--- src/rtl/ks_adder_pipe.sv ---
// ks_adder_pipe
//   Fully pipelined Kogge-Stone adder/subtractor on a valid/ready stream.
//   One register for operand pre-processing (generate/propagate), one
//   register per prefix layer, and one output register: latency
//   LOG2W + 2 cycles, one result per cycle when the consumer keeps up.
//
// Ports
//   clk, rst_n        rising-edge clock, asynchronous active-low reset
//   in_valid/in_ready operand beat handshake
//   a, b, cin, sub    operands; sub=0: a+b+cin, sub=1: a-b-cin
//   out_valid/out_ready result handshake
//   sum, cout, ovf    result, carry-out (sub: 1 = no borrow), signed overflow
//
// Handshake: a beat transfers on a rising edge where valid && ready are both
// high. Once raised, out_valid and the result stay unchanged until the edge
// that consumes the result. in_ready is combinational from out_ready: the whole
// pipeline stalls as one while a result waits. There is no skid buffer.

module ks_adder_pipe #(
  parameter  int WIDTH = 16,
  localparam int LOG2W = $clog2(WIDTH)
) (
  input  logic             clk,
  input  logic             rst_n,
  input  logic             in_valid,
  output logic             in_ready,
  input  logic [WIDTH-1:0] a,
  input  logic [WIDTH-1:0] b,
  input  logic             cin,
  input  logic             sub,
  output logic             out_valid,
  input  logic             out_ready,
  output logic [WIDTH-1:0] sum,
  output logic             cout,
  output logic             ovf
);

  localparam logic [WIDTH-1:0] ONES = {WIDTH{1'b1}};

  // Stage k registers (k = 0 .. LOG2W). p_q/ci_q are the original bit
  // propagates and carry-in, carried unchanged to the sum stage. g_q/pr_q
  // are the group generate/propagate after k prefix layers. The group
  // propagate of the final layer is never consumed, so pr_q stops one short.
  logic [WIDTH-1:0] p_q  [0:LOG2W];
  logic [WIDTH-1:0] g_q  [0:LOG2W];
  logic [WIDTH-1:0] pr_q [0:LOG2W-1];
  logic [LOG2W:0]   ci_q;
  logic [LOG2W:0]   v_q;

  logic [WIDTH-1:0] p_nx  [0:LOG2W];
  logic [WIDTH-1:0] g_nx  [0:LOG2W];
  logic [WIDTH-1:0] pr_nx [0:LOG2W-1];
  logic [LOG2W:0]   ci_nx;
  logic [LOG2W:0]   v_nx;

  logic             stall;
  logic [WIDTH-1:0] bb;
  logic             ci_in;
  logic [WIDTH-1:0] c;

  assign stall    = out_valid && !out_ready;
  assign in_ready = !stall;

  // Subtraction as a + ~b + ~cin.
  assign bb    = sub ? ~b : b;
  assign ci_in = sub ? ~cin : cin;

  always_comb begin
    // Stage 0: bitwise generate/propagate, carry-in folded into G[0].
    p_nx[0]     = a ^ bb;
    g_nx[0]     = a & bb;
    g_nx[0][0]  = (a[0] & bb[0]) | ((a[0] ^ bb[0]) & ci_in);
    pr_nx[0]    = a ^ bb;
    ci_nx[0]    = ci_in;
    v_nx[0]     = in_valid;

    // Layer k combines with the span 2^(k-1) below. Shifting left brings
    // bit i-d into position i; the low d bits get G unchanged (shifted-in
    // zeros) and P unchanged (OR with an all-ones low mask).
    for (int k = 1; k <= LOG2W; k++) begin
      g_nx[k]  = g_q[k-1] | (pr_q[k-1] & (g_q[k-1] << (1 << (k-1))));
      p_nx[k]  = p_q[k-1];
      ci_nx[k] = ci_q[k-1];
      v_nx[k]  = v_q[k-1];
    end
    for (int k = 1; k < LOG2W; k++) begin
      pr_nx[k] = pr_q[k-1] &
                 ((pr_q[k-1] << (1 << (k-1))) | (ONES >> (WIDTH - (1 << (k-1)))));
    end
  end

  // Carry out of each bit position after the last prefix layer.
  assign c = g_q[LOG2W];

  always_ff @(posedge clk or negedge rst_n) begin
    if (!rst_n) begin
      for (int k = 0; k <= LOG2W; k++) begin
        p_q[k] <= '0;
        g_q[k] <= '0;
      end
      for (int k = 0; k < LOG2W; k++) begin
        pr_q[k] <= '0;
      end
      ci_q      <= '0;
      v_q       <= '0;
      sum       <= '0;
      cout      <= 1'b0;
      ovf       <= 1'b0;
      out_valid <= 1'b0;
    end else if (!stall) begin
      // Every stage shifts, bubbles included, so ordering is preserved.
      for (int k = 0; k <= LOG2W; k++) begin
        p_q[k] <= p_nx[k];
        g_q[k] <= g_nx[k];
      end
      for (int k = 0; k < LOG2W; k++) begin
        pr_q[k] <= pr_nx[k];
      end
      ci_q      <= ci_nx;
      v_q       <= v_nx;
      sum       <= p_q[LOG2W] ^ {c[WIDTH-2:0], ci_q[LOG2W]};
      cout      <= c[WIDTH-1];
      ovf       <= c[WIDTH-1] ^ c[WIDTH-2];
      out_valid <= v_q[LOG2W];
    end
  end

endmodule

--- config.mk ---
export PLATFORM = sky130hd
export DESIGN_NAME = ks_adder_pipe
export DESIGN_NICKNAME = d
export VERILOG_FILES = /design/src/rtl/ks_adder_pipe.sv
export SDC_FILE = /design/constraint.sdc
export NUM_CORES = 1
export LEC_CHECK = 0
export ABC_AREA = 1
export CAP_MARGIN = 20
export CORE_AREA = 4 4 127 153
export CTS_CLUSTER_SIZE = 8
export DETAILED_ROUTE_END_ITERATION = 12
export DIE_AREA = 0 0 131 157
export GPL_ROUTABILITY_DRIVEN = 0
export GPL_TIMING_DRIVEN = 0
export PLACE_DENSITY = 0.71
export SYNTH_ARGS = -nofsm -noshare
export SYNTH_HDL_FRONTEND = slang
export SYNTH_SLANG_ARGS = --single-unit
--- constraint.sdc ---
create_clock -name clk -period 1.1 [get_ports clk]
set_input_delay 0.165 -clock clk [delete_from_list [all_inputs] [get_ports clk]]
set_output_delay 0.165 -clock clk [all_outputs]
set_load 0.05 [all_outputs]
Word-level counts from Yosys, hierarchy flattened:

Index checks and enable logic that the tools add are counted.

* input bits: 38
* word-level logic and storage cells: 45
* register bits: 237
* output and inout bits: 20

* mux-type cells: 2
* reductions and logical operators: 3
* bitwise logic cells: 21

Operator list (count)
* $and A16 B16 Y16: 8
* $or A16 B16 Y16: 4
* $xor A16 B16 Y16: 2
* $mux W16: 1
* $not A16 Y16: 1
* $and A1 B1 Y1: 2
* $logic_not A1 Y1: 2
* $xor A1 B1 Y1: 2
* $logic_and A1 B1 Y1: 1
* $mux W1: 1
* $not A1 Y1: 1
* $or A1 B1 Y1: 1

Longest topological paths before layout:

* word-level depth: 5
* depth in mapped cells: 8
* depth with buffers taken out: 6

Worst setup path before layout:

OpenSTA, ideal clock, no wires.

* path type: register -> register
* from: reg out_valid
* to: reg ci_q[1]
* setup slack: -0.384 ns
* library setup time: 0.116 ns
* clock period less this slack: 1.484 ns
* stages on the path, launching flop included: 6
* arrival: 1.367 ns
* required time: 0.984 ns
* path buffers: 2
* cell sequence: dfrtp_1 > nand2_4 > buf_4 > buf_2 > nand2_1 > nand2_1

* word-level cells in the longest chain between the ends: 1

RTL lines
* start, declared: line 31 `output logic out_valid,`
* start signal, assigned: line 124 `out_valid <= v_q[LOG2W];`
* $logic_and A1 B1 Y1: line 61 `assign stall = out_valid && !out_ready;`
* end signal, assigned: line 119 `ci_q <= ci_nx;`
* end, declared: line 47 `logic [LOG2W:0] ci_q;`

No other way between the ends.
A chain may end at the register's enable or synchronous reset.

Worst setup path in the final report:

* from: reg out_valid
* to: reg g_q[20] (netlist bit)

* word-level cells in the longest chain between the ends: 1

RTL lines
* $logic_and A1 B1 Y1: line 61
* end signal, assigned by index: line 114 `g_q[k] <= g_nx[k];`
* end, declared: line 45 `logic [WIDTH-1:0] g_q [0:LOG2W];`

No other way between the ends.

==> qor.yml <==
status:
  outcome: "finished with violations"
  violations: "hold timing, setup timing"
drt:
  drt-initial-drc-count: 997
  drtPass1Iterations: 6
  wl_per_cell_um: 24.83
  drcViolationCount: 0
  dr_total_vias: 8922
  ant_nets: 0
  wirelength_um: 36740
  vias_per_cell: 6.028
power:
  power.density_nw_per_um2: 2995
  power.total_mw: 43.28
  p_leak_nw: 7.625
  ir_drop_v: 0.001537
floorplanning:
  initial_core_util: 0.5209
  dieArea_um2: 20570
  dieWidth_um: 131
  core_area_um2: 18040
  num_rows: 54
  io_pins: 58
  die_h_um: 157
grt:
  first_global_vias: 8420
  grt_busiest_layer: "met2"
  antenna_found_initial: 1
  use_met3: 0.04820
  use_met1: 0.3360
  grt_max_degree: 113
  grt_util_met2: 0.5099
  overflow: 0
  grt_pass1_wl_um: 45580
  grt.total_usage: 0.2930
final_layout:
  fin_area_um2: 14450
  drive_gt1_frac: 0.3893
  diodes: 0
  final_cell_mix: "288 x nand2_1, 222 x dfrtp_1, 135 x nand2_2"
  final_common_cell: "nand2_1"
  syn_to_final_growth_pct: 53.80
  fin_nets: 1310
  fin_cells: 1480
  fin_util: 0.8011
logic_synthesis:
  ys_types: 15
  synth_seq_cells: 223
  yosysTopAreaCellShare: 0.5939
  ys_warn_count: 0
  synth_area_leader_cell: "dfrtp_1"
  seq_area_frac_synth: 0.5939
  synth.area.top_cells: "dfrtp_1 59%, nand2_1 20%, inv_1 4.0%"
  synth_area_um2: 9397
  synth_cells: 1088
  synth_area_per_cell_um2: 8.637
  synthesis.nets: 1142
setup_path:
  critPathKind: "reg2reg"
  worstPathRequired_ns: 1.49
  arrival_ns: 1.97
  cp-end-kind: "flip-flop"
  start_kind: "flip-flop"
  path_max_fanout: 6
clocking:
  numCtsBuffers: 31
  tritoncts: "yes"
  cts-root-buf: "clkbuf_16"
  clk_latency_ns: 0.55
  clk_pin_slew_ns: 0.05
  htreeDepth: 1
  cts.sinks: 223
  clockBufferDepth: 3
placed_design:
  numPortBuffers: 56
  placedCellCount: 1369
  dp_hpwl_um: 16370
  placedInstanceArea_um2: 10530
timing:
  rsz0062_at_grt: "true"
  tightest_slew_ns: 0.8997
  period_needed_ns: 1.581
  finalHoldViolCount: 111
  fin_crit_sh: 1.437
  max_slew_margin: 0.4002
  setup_viol_count_final: 242
  fin_skew_ns: 0.02750
  fin_hold_ws_ns: -0.3591
  worst_slack_ns: -0.4811
  fmax_ghz: 0.6325
  tns_ns: -85.72
  slew_viol_final: 0
hold_path:
  hold_class: "in2async"
job:
  maxCapViolCount: 0
## per-layer routing
layer,wire length (um),share of wire
met1,11860,0.32
met2,17830,0.49
met3,3212,0.087
met4,3798,0.10
met5,48,0.0013
## cells by family (layout without fill, tap and decap cells)
family	Yosys count	after routing	share of synthesized area
XOR/XNOR	16	16	0.01491
buffers and inverters	151	319	0.07337
flip-flops	223	223	0.5939
AO/OA/AOI/OAI	117	117	0.06232
AND/OR/NAND/NOR	565	565	0.2342
adder cells (fa/ha/maj)	16	16	0.02130
## worst paths after layout
check | from | end | slack, ns | cells past startpoint
worst max-delay path | out_valid | g_q[20] | -0.48 | 9
worst max register to register | out_valid | g_q[20] | -0.48 | 9
worst min register to register | p_nx[41] | p_nx[41] | 0.47 | 2
min in group clk | sub | g_q[64] | 0.13 | 5
max in group asynchronous | rst_n | p_nx[38] | 0.40 | 2
worst min-delay path | rst_n | v_q[2] | -0.36 | 1
## report_power, final
group | internal (mW) | switching [mW]
Clock | 4.90 | 3.49
Combinational | 8.75 | 11.1
Sequential | 11.6 | 3.46
## cell usage after synthesis
cell	number
nand3_1	56
inv_2	2
nand2_4	1
o21ai_1	69
o21ai_0	47
a21oi_1	1
xor2_1	16
inv_1	99
dfrtp_1	223
nor2_2	1
ha_1	16
nand2_1	507
buf_4	26
clkbuf_1	4
buf_2	20
## cell type report
cell class              count  area, um2
flip-flops and latches    223       5582
multi-input cells         714       4508
fillers                   905       3588
repair buffers            138       2113
plain buffers              47      803.3
clock buffers              33      783.3
inverters                 101      381.6
well taps                 224      280.3
## flip-flops by register name (all words and copies together) (netlist names)
| name | count |
|---|---|
| c | 16 |
| pr_q | 37 |
| v_q | 5 |
| sum | 16 |
| ovf | 1 |
| cout | 1 |
| ci_q | 5 |
| g_q | 64 |
| p_q | 16 |
| p_nx | 61 |
| out_valid | 1 |
## stage by stage
stage	hold slack (ns)	setup slack, ns
finish	-0.3591	-0.4811
global route	-0.2659	-0.4869
CTS	-0.2802	-0.4484
detailed placement	0.2851	-1.133
global placement	0.4411	-10.23
floorplan	-0.1306	-0.09699
## timing repair
| action | 4_1_cts | 5_1_grt |
|---|---|---|
| pin swaps | 2 | 71 |
| setup endpoints to repair | 238 | 242 |
| gates cloned | 26 | 11 |
| setup buffers | 26 | 22 |
| hold endpoints to repair | 111 | 111 |
| resized for setup | 329 | 355 |
## worst max-delay path, stage by stage (launching register included)
cell	delay (ns)
dfrtp_2	0.43
buf_6	0.14
buf_6	0.11
inv_4	0.05
nor2_4	0.05
buf_12	0.15
buf_16	0.15
buf_12	0.15
nand2_4	0.07
nand3_4	0.11
Note: power is estimated with default switching activity, not from simulation.
